==> src/rtl/calc_seq.sv <==
// rtl/calc_seq.sv - button-driven calculator sequencer with debounced inputs
module calc_seq #(
    parameter int DB_CYCLES = 16,
    parameter int TIMEOUT   = 255
) (
    input  logic       clk,
    input  logic       rst,
    input  logic [7:0] dip_sw,
    input  logic [3:0] btn,
    output logic [7:0] alu_a,
    output logic [7:0] alu_b,
    output logic [1:0] alu_op,
    output logic       alu_start,
    input  logic       alu_done,
    input  logic [7:0] alu_result,
    input  logic       alu_err,
    output logic [7:0] leds,
    output logic       busy
);

    typedef enum logic [2:0] {
        S_IDLE, S_GOT_A, S_GOT_B, S_WAIT, S_DONE, S_ERR
    } state_t;

    logic [3:0]      sync1_q, sync2_q;
    logic [3:0]      db_q, db_d, dbp_q;
    logic [3:0][7:0] db_cnt_q, db_cnt_d;

    state_t      state_q, state_d;
    logic [7:0]  a_q, a_d, b_q, b_d, leds_q, leds_d;
    logic [1:0]  op_q, op_d;
    logic        start_q, start_d, busy_q, busy_d;
    logic [15:0] wcnt_q, wcnt_d;

    logic [3:0] press;
    logic       ev_clr, ev_exe, ev_b, ev_a;

    // Each bit's counter tracks how long the synchronized level has disagreed.
    always_comb begin
        db_d     = db_q;
        db_cnt_d = db_cnt_q;
        for (int i = 0; i < 4; i++) begin
            if (sync2_q[i] != db_q[i]) begin
                if (db_cnt_q[i] == 8'(DB_CYCLES - 1)) begin
                    db_d[i]     = sync2_q[i];
                    db_cnt_d[i] = 8'd0;
                end else begin
                    db_cnt_d[i] = db_cnt_q[i] + 8'd1;
                end
            end else begin
                db_cnt_d[i] = 8'd0;
            end
        end
    end

    assign press  = db_q & ~dbp_q;
    assign ev_clr = press[3];
    assign ev_exe = press[2] & ~press[3];
    assign ev_b   = press[1] & ~(|press[3:2]);
    assign ev_a   = press[0] & ~(|press[3:1]);

    always_comb begin
        state_d = state_q;
        a_d     = a_q;
        b_d     = b_q;
        op_d    = op_q;
        leds_d  = leds_q;
        start_d = 1'b0;
        wcnt_d  = wcnt_q;
        if (ev_clr) begin
            state_d = S_IDLE;
            a_d     = 8'h00;
            b_d     = 8'h00;
            op_d    = 2'd0;
            leds_d  = 8'h00;
            wcnt_d  = 16'd0;
        end else begin
            case (state_q)
                S_IDLE: begin
                    if (ev_a) begin
                        a_d     = dip_sw;
                        leds_d  = dip_sw;
                        state_d = S_GOT_A;
                    end
                end
                S_GOT_A: begin
                    if (ev_a) begin
                        a_d    = dip_sw;
                        leds_d = dip_sw;
                    end else if (ev_b) begin
                        b_d     = dip_sw;
                        leds_d  = dip_sw;
                        state_d = S_GOT_B;
                    end
                end
                S_GOT_B: begin
                    if (ev_a) begin
                        a_d     = dip_sw;
                        state_d = S_GOT_A;
                    end else if (ev_b) begin
                        b_d    = dip_sw;
                        leds_d = dip_sw;
                    end else if (ev_exe) begin
                        op_d    = dip_sw[1:0];
                        start_d = 1'b1;
                        wcnt_d  = 16'd0;
                        state_d = S_WAIT;
                    end
                end
                S_WAIT: begin
                    wcnt_d = wcnt_q + 16'd1;
                    if (alu_done) begin
                        if (alu_err) begin
                            leds_d  = 8'hFF;
                            state_d = S_ERR;
                        end else begin
                            // Result becomes the next operand A so operations chain.
                            leds_d  = alu_result;
                            a_d     = alu_result;
                            state_d = S_DONE;
                        end
                    end else if (wcnt_q + 16'd1 == 16'(TIMEOUT)) begin
                        leds_d  = 8'hFF;
                        state_d = S_ERR;
                    end
                end
                S_DONE: begin
                    if (ev_b) begin
                        b_d     = dip_sw;
                        leds_d  = dip_sw;
                        state_d = S_GOT_B;
                    end else if (ev_a) begin
                        a_d     = dip_sw;
                        state_d = S_GOT_A;
                    end
                end
                S_ERR: begin
                    leds_d = 8'hFF;
                end
                default: begin
                    state_d = S_IDLE;
                end
            endcase
        end
        busy_d = (state_d == S_WAIT);
    end

    always_ff @(posedge clk) begin
        if (rst) begin
            sync1_q  <= 4'd0;
            sync2_q  <= 4'd0;
            db_q     <= 4'd0;
            dbp_q    <= 4'd0;
            db_cnt_q <= '0;
            state_q  <= S_IDLE;
            a_q      <= 8'h00;
            b_q      <= 8'h00;
            op_q     <= 2'd0;
            leds_q   <= 8'h00;
            start_q  <= 1'b0;
            busy_q   <= 1'b0;
            wcnt_q   <= 16'd0;
        end else begin
            sync1_q  <= btn;
            sync2_q  <= sync1_q;
            db_q     <= db_d;
            dbp_q    <= db_q;
            db_cnt_q <= db_cnt_d;
            state_q  <= state_d;
            a_q      <= a_d;
            b_q      <= b_d;
            op_q     <= op_d;
            leds_q   <= leds_d;
            start_q  <= start_d;
            busy_q   <= busy_d;
            wcnt_q   <= wcnt_d;
        end
    end

    assign alu_a     = a_q;
    assign alu_b     = b_q;
    assign alu_op    = op_q;
    assign alu_start = start_q;
    assign leds      = leds_q;
    assign busy      = busy_q;

endmodule

==> config.mk <==
export PLATFORM = sky130hd
export DESIGN_NAME = calc_seq
export DESIGN_NICKNAME = d
export VERILOG_FILES = /design/src/rtl/calc_seq.sv
export SDC_FILE = /design/constraint.sdc
export NUM_CORES = 1
export LEC_CHECK = 0
export CAP_MARGIN = 5
export CORE_MARGIN = 4
export CORE_UTILIZATION = 45
export CTS_CLUSTER_DIAMETER = 120
export DETAILED_ROUTE_END_ITERATION = 7
export PLACE_DENSITY_LB_ADDON = 0.15
export SYNTH_ARGS = -nofsm -noshare
export SYNTH_HDL_FRONTEND = slang
export SYNTH_SLANG_ARGS = --single-unit
export TNS_END_PERCENT = 5
==> constraint.sdc <==
create_clock -name clk -period 2.61 [get_ports clk]
set_clock_uncertainty 0.2 [all_clocks]
set_input_delay 0.3915 -clock clk [delete_from_list [all_inputs] [get_ports clk]]
set_output_delay 0.3915 -clock clk [all_outputs]
set_load 0.005 [all_outputs]
======== Word level (Yosys, flattened, before mapping) ========
Index checks and enable logic that the tools add are counted.
storage, ports and cells
  flip-flop bits (word level) ............. 95
  input bits .............................. 24
  output and inout bits ................... 28
  logic and storage cells ................. 120
cells by class
  add/subtract/negate cells ............... 5
  equal/unequal tests ..................... 24
  multiplexer cells ....................... 33
  bitwise gates (word level) .............. 15
  reductions and logical operators ........ 24
operator list
  kind                   count
  $mux 8                 13
  $mux 16                3
  $pmux 8 s6             1
  $add 8x1->8 const B    4
  $eq 8x4->1 const B     4
  $pmux 16 s2            1
  $mux 3                 10
  $pmux 8 s3             1
  $pmux 3 s6             1
  $reduce_or 3->1        6
  $add 16x1->16 const B  1
  $eq 16x8->1 const B    1
  $ne 2x2->1 const B     8
  $pmux 8 s2             1
  $reduce_and 4->1       4
  $not 1->1              10
  $reduce_and 2->1       5
  $eq 3x2->1 const B     3
  $eq 3x3->1 const B     2
  $reduce_bool 6->1      1
  $reduce_or 2->1        3
  $reduce_or 5->1        1
  $and 4x4->4            1
  $ne 1x1->1             4
  other kinds (8)        12

======== Depth between registers and ports, before layout ========
  depth in word-level cells ............... 10
  gate-level depth with buffers ........... 9
  depth with buffers taken out ............ 8

======== Worst setup path after synthesis ========
OpenSTA, ideal clock, no wires.
  kind .................................... register to register
  from .................................... reg wcnt_q[0]
  to ...................................... reg leds_q[0], in the netlist leds[0]
  setup time .............................. 0.069 ns
  arrival ................................. 2.179 ns
  required time ........................... 2.341 ns
  setup slack ............................. 0.161 ns
  cell stages (with the launch flop) ...... 8
  path buffers ............................ 0
  period minus slack after synthesis ...... 2.449 ns
  cells stage by stage .................... dfxtp_1 ha_1 nand3_2 nor4_1 a31o_2 a31oi_1 a311o_2 o21ai_1
on the way
  longest elaborated chain between the ends .. 4
ends and longest elaborated chain
  item                        line  text
  start: declaration          33    logic [15:0] wcnt_q, wcnt_d;
  start signal: assignment    176   wcnt_q <= wcnt_d;
  $add 16x1->16               122   end else if (wcnt_q + 16'd1 == 16'(TIMEOUT)) begin
  $eq 16x8->1                 122
  $ne 3x3->1 (no line)        n/a
  $reduce_and 4->1 (no line)  n/a
  end signal: assignment      173   leds_q <= leds_d;
  end: declaration            30    logic [7:0] a_q, a_d, b_q, b_d, leds_q, leds_d;
No other way between the ends.
A chain may end at the register's enable or synchronous reset.

======== Worst setup path after layout ========
  from .................................... reg wcnt_q[0]
  to ...................................... reg leds_q[2], in the netlist leds[2]
Same word-level chain as after synthesis.

==> key figures <==
Final layout
  – Finished layout cell area: 5488 um2
  – Fin util: 0.5856
  – Nets: 619
  – # diodes: 0
  – Layout cells sized above 1: 0.1246
  – Layout area overhead: 25.10%

Logic synthesis
  – Number of synthesized register bits: 95
  – Top_reg_cell synth: dfxtp_1
  – Asr flop ratio synth: 0
  – Top post-synthesis cells by count: dfxtp_1, nor2_1, nand2_1
  – Synth warn: 0
  – Largest cells by area after synthesis: dfxtp_1, nor2_1, nand2_1
  – Post-synth EDFFs: 0
  – Distinct cell type count after synthesis: 59
  – Yosys top cell by area: dfxtp_1
  – Most frequent cell after synthesis: dfxtp_1
  – Post-synthesis sequential area ratio: 0.4335
  – Mapped Area: 4387 um2
  – Syn_nets: 552
  – Post-Syn Instances: 522
  – Avg Cell Area, Syn: 8.404 um2
  – Yosys top cell area share: 0.4335

GRT
  – Vias in the first global route: 3,715
  – First-pass GRT wire length: 17.25 mm
  – Initial antenna violation count: 0
  – Largest net degree at the start of global routing: 29
  – GRT Util Overall: 0.1841
  – Gr ovfl total: 0

Clock tree
  – Root buffer cell: clkbuf_8
  – Clk sinks: 95
  – CTS Buffer Depth: 2
  – CTS tree: yes
  – Worst skew pair latency: 0.36 ns
  – Clk pin slew, worst setup/hold paths: 0.10 ns
  – # hold bufs at CTS: 0
  – H-tree depth: 3
  – Cts bufs inserted: 9

Critical path
  – Crit path from: wcnt_q[0]
  – Number of buffers and inverters on the critical path: 1
  – Max FO, Critical Path: 8
  – Startpoint Class: register
  – Crit Path Category: reg -> reg
  – CP required: 2.70 ns
  – Crit path cell chain: ha_4 > buf_4 > nand2b_4 > a21oi_2 > o211ai_1 > nor4_2 > a31oi_2 > a311o_2 > o21ai_1
  – Reg2reg start: wcnt_q[0]
  – FF-to-FF End: leds[2]
  – CP arrival: 2.60 ns
  – Critical Path Max Stage Delay: 0.49 ns
  – CP Depth: 9
  – FF-to-FF path depth: 9
  – CP top delay family: compound AO/OA/AOI/OAI gates
  – Worst Setup End Kind: register
  – Reg2reg setup slack: 0.1 ns
  – Slowest CP cell: a311o_2
  – CP endpoint: leds[2]

Timing
  – Relative slew margins: 0.6175
  – PnR worst setup slack: 0.09727 ns
  – Tmin final: 2.513 ns
  – Final Hold Fails: 0
  – Worst slew pin tran: 0.5716 ns
  – FMAX: 398.0 MHz
  – Final cycle utilization of the critical path: 0.9627
  – # setup viols final: 0
  – Hold Worst Slack: 0.2495 ns
  – Final Max Tran Viols: 0

Placement
  – Worst slack at placement: 0.04728 ns
  – Dpl hpwl: 7.242 mm
  – Dpl cell area: 5174 um2
  – Routability cong.: 0.8401
  – Number of port buffers: 51

Routing
  – ANT nets after route: 0
  – Vias post-DR: 3,910
  – Drt total wl: 10.35 mm
  – Drt drc: 0
  – Initial drt markers: 213
  – Drt first pass iters: 5
  – Vias per Instance: 5.408
  – Avg WL per Cell: 14.32 um

Floorplanning
  – Core Box Area: 9371 um2
  – Die H: 106.7 um
  – Die W: 106.7 um
  – Die Area: 11,390 um2
  – Rows: 35
  – Ports: 52
  – Initial Util: 0.4681

Min path
  – Hold Crit Class: reg -> reg
  – WHS Path Cells: 1

Power and ir drop
  – Final Total Pwr: 2.542 mW
  – PwrDens: 463.3 nW/um2
  – Worst VDD drop: 273.9 uV
  – Leakage: 1.998 nW

Flow run
  – Max_cap viols: 0

Outcome
  – Outcome: finished clean
layer usage:
metal | routed length (um) | GRT usage | up-vias
li1 | - | - | 1960
met2 | 4867 | 0.2995 | 99
met1 | 4669 | 0.2365 | 1836
met4 | 161 | 0.06849 | 0
met5 | 0 | 0 | -
met3 | 653 | 0.04515 | 15
layout by cell type (no fill, tap or decap), drive strengths merged, types with 8 or more instances in the layout:
master / instances
clkdlybuf4s50: 51
nand3: 30
a311oi: 11
nor2b: 19
xor2: 13
dfxtp: 95
o21a: 8
a21oi: 18
nor2: 94
xnor2: 18
nand2: 56
a221oi: 8
inv: 10
buf: 33
clkbuf: 10
mux2i: 15
o21ai: 27
metrics by stage:
stage          cells  setup TNS (ns)
2_1_floorplan    522               0
3_3_place_gp     705               0
3_5_place_dp     705               0
4_1_cts          721               0
5_1_grt          723        -0.09415
6_report         723               0
final cells by class:
class | count | area (um2)
Timing Repair Buffer | 84 | 758.2
Sequential cell | 95 | 1906
Fill cell | 853 | 3884
Multi-Input combinational cell | 392 | 2435
Clock inverter | 6 | 73.82
Inverter | 7 | 26.28
Clock buffer | 10 | 127.6
Tap cell | 129 | 161.4
power breakdown:
group	internal, mW	leakage [nW]	switching [mW]
clock	0.457	0.0954	0.536
sequential	1.45	0.768	0.00369
combinational	0.0464	1.13	0.0447
total	1.96	2.00	0.584
cells by family (layout without fill, tap and decap cells):
family / count (synthesis) / in the layout / share of synthesized area
xor gates and xnor gates: 31 / 31 / 0.06189
adders and majority gates: 6 / 6 / 0.01711
and+or+nand+nor: 240 / 240 / 0.2633
AOI/OAI and AO/OA: 100 / 100 / 0.1572
DFF: 95 / 95 / 0.4335
muxes: 15 / 15 / 0.03423
buffers and inverters: 35 / 107 / 0.03280
how the worst min path moves through the flow:
stage / from / end / slack, ns
3_3_place_gp: sync1_q[1] / sync2_q[1] / 0.22
6_report: sync1_q[1] / sync2_q[1] / 0.25
2_1_floorplan: sync1_q[0] / sync2_q[0] / 0.21
3_5_place_dp: sync1_q[1] / sync2_q[1] / 0.24
4_1_cts: sync1_q[1] / sync2_q[1] / 0.26
5_1_grt: sync1_q[2] / sync2_q[2] / 0.27
registers in the layout, indices dropped and copies added (netlist names), 4 cells and up:
name / flops
leds: 8
dbp_q: 4
db_q: 4
alu_b: 8
sync1_q: 4
sync2_q: 4
wcnt_q: 16
alu_a: 8
db_cnt_q: 32
what timing repair did:
| item | 4_1_cts | 5_1_grt |
|---|---|---|
| pin swaps | 0 | 10 |
| buffers inserted | 0 | 2 |
| setup endpoints to repair | 8 | 8 |
| gates resized for setup | 1 | 17 |
Note: power is estimated with default switching activity, not from simulation.
==> edit: new RTL, same settings <==
The output `alu_start` loses its register stage (`start_q` becomes a continuous assignment).
--- a/src/rtl/calc_seq.sv
+++ b/src/rtl/calc_seq.sv
@@ -157,7 +157,6 @@
             b_q      <= 8'h00;
             op_q     <= 2'd0;
             leds_q   <= 8'h00;
-            start_q  <= 1'b0;
             busy_q   <= 1'b0;
             wcnt_q   <= 16'd0;
         end else begin
@@ -171,11 +170,12 @@
             b_q      <= b_d;
             op_q     <= op_d;
             leds_q   <= leds_d;
-            start_q  <= start_d;
             busy_q   <= busy_d;
             wcnt_q   <= wcnt_d;
         end
     end
+
+    assign start_q = start_d;
 
     assign alu_a     = a_q;
     assign alu_b     = b_q;
Formal check against the unedited RTL: no difference found for any inputs over 10 cycles, from zero or initial values and one cycle with rst high; that may be too few to reach the edited logic, so the function may still have changed.
==> edit against the original RTL <==
  * Utilization shrank 2.7 points
  * Worst hold slack worse by 0.0058 ns
  * Wire length down 2.2%
  * Cell area is 0.98% lower
  * Via count down 2.8%
  * Largest cell class unchanged
  * Synthesized area increased by 1.8%
  * Count of clock-buffer cells in the layout increased by 2
  * Power decreased by 4.0%
  * Worst setup slack improved by 0.017 ns
  * Sequential cell count down 1
==> edit: results (changes against the original RTL) <==
STA
  • Sum Neg Setup Slack: 0 ns (unchanged)
  • Slew @ Worst Pin: 1.00 ns (+0.428 ns)

Yosys
  • Synth top cells by count: dfxtp_1 (94), nor2_1 (91), nand2_1 (44), a21oi_1 (24)
  • Register area share after synthesis: 0.421 (-0.0121)
  • Cells after Synth: 523 (+0.19%)
  • Synth cell types: 62 (+5.1%)
  • Synth top area cells: dfxtp_1 (42%), nor2_1 (7.6%), xnor2_1 (3.9%)
  • Syn Nets: 553 (+0.18%)

Clock tree
  • H-tree level count: 3 (unchanged)
  • Root Driver: clkbuf_8
  • Clock latency on the worst-skew pair: 0.37 ns
  • Post-CTS Setup Inserts: 0 (unchanged)
  • Resized cells post-CTS: 1 (unchanged)
  • Clock Pin Slew Worst Setup and Hold Paths: 0.09 ns

Route
  • DR iter-0 viols: 153 (-28%)
  • DRT Pass-1 Iters: 7 (+2)
  • Vias: 3802 (-2.8%)
  • Drt wl/cell: 14.1 microns (-1.2%)
  • Final Routed Wirelength: 10.1 mm (-2.2%)

Min path
  • Hold Path End: db_cnt_q[8]
  • Hold Crit Class: reg2reg
  • WHS Path Cells: 1 (unchanged)
  • Worst hold start: db_cnt_q[8]

Pwr
  • Static leakage: 1.88 nW (-6.0%)
  • Pwr dens: 449 nW/um^2 (-3.1%)
  • VDD IR-drop max: 265 uV (-3.3%)
  • Logic gate share of total power: 0.033 (-0.003)
  • Switching Fraction: 0.227 (-0.00252)
  • Clock group: 0.915 mW (-7.9%)

Finish
  • Share of layout cells above drive strength 1: 0.123 (-0.00108)
  • Antenna cells: 0 (unchanged)
  • Top Registers: db_cnt_q (32), wcnt_q (16)
  • Filler cell count: 918 (+7.6%)
  • NumNets Final: 608 (-1.8%)

Placed design
  • Placed Cells: 698 (-0.99%)
  • Placer Congestion: 0.904 (+7.6%)
  • DP HPWL: 7.19 mm (-0.72%)

Global route
  • Largest net degree at the start of global routing: 43 (+48%)
  • GR Util All Layers: 0.182 (-0.00232)
  • First-pass GRT wire length: 17.2 mm (-0.56%)
  • Number of global-route vias before repair: 3666 (-1.3%)
  • Initial antenna violation count: 0 (unchanged)

Worst setup path
  • CP max-delay cell: nor4_1
  • Worst-path fanout max: 10 (+2)
  • Worst setup path endpoint: busy
  • Flop-to-flop setup slack: 0.11 ns (+0.02 ns)
  • Critical Path AT: 2.59 ns (about the same)
  • Delay-heaviest family, CP: simple AND/OR/NAND/NOR gates
  • Largest stage delay, worst path: 0.58 ns (+0.09 ns)
  • R2r worst-path depth: 8 (-1)

Run status
  • Status: complete, no violations
==> edit: changes by cell type in the layout (fill, tap and decap cells not counted), sizes merged, moves of 5 or more <==
cell,before,now
o21a,8,2
o21ai,27,19
a21oi,18,24
buf,33,21
nand2,56,44
a211oi,0,12
nand3,30,22
and3,2,7
a31oi,6,13
a221oi,8,0
a21boi,0,9
==> edit: layout make-up <==
type                    count  area, sq um  share of cell area
clock buffers              12          155              0.0286
clock inverters             4         30.0             0.00553
flip-flops and latches     94         1890               0.348
repair buffers             72          672               0.124
well taps                 133          166              0.0306
inverters                   9         33.8             0.00622
multi-input cells         392         2480               0.457
==> edit: cell families after synthesis <==
kind of cell	count (synthesis)	synth area share
simple gates	230	0.259
fa+ha+maj	6	0.0168
buf+inv	38	0.0353
compound gates	108	0.171
xor+xnor	31	0.0608
flops	94	0.421
mux	16	0.0359
==> edit: layer usage <==
| metal | up-vias | wire, microns | GRT usage |
|---|---|---|---|
| met5 | - | 0 | 0 |
| met4 | 0 | 133 | 0.0658 |
| met3 | 14 | 374 | 0.0348 |
| met2 | 66 | 4830 | 0.302 |
| met1 | 1769 | 4790 | 0.234 |
| li1 | 1953 | - | - |
==> edit: worst register-to-register path, delay by kind of cell, from the launching register on <==
family	cells	cell delay, ns
DFF	1	0.41
buffers and inverters	1	0.17
AOI/OAI and AO/OA	2	0.38
and+or+nand+nor	5	1.27
==> edit: per-stage QoR <==
| stage | cell area, sq um | hold slack [ns] | worst slack (ns) |
|---|---|---|---|
| 3_5_place_dp | 5170 | 0.229 | 0.116 |
| 2_1_floorplan | 4470 | 0.213 | 0.128 |
| 4_1_cts | 5360 | 0.249 | 0.0426 |
| 6_report | 5430 | 0.244 | 0.115 |
| 3_3_place_gp | 5170 | 0.222 | 0.227 |
| 5_1_grt | 5430 | 0.255 | 0.00479 |
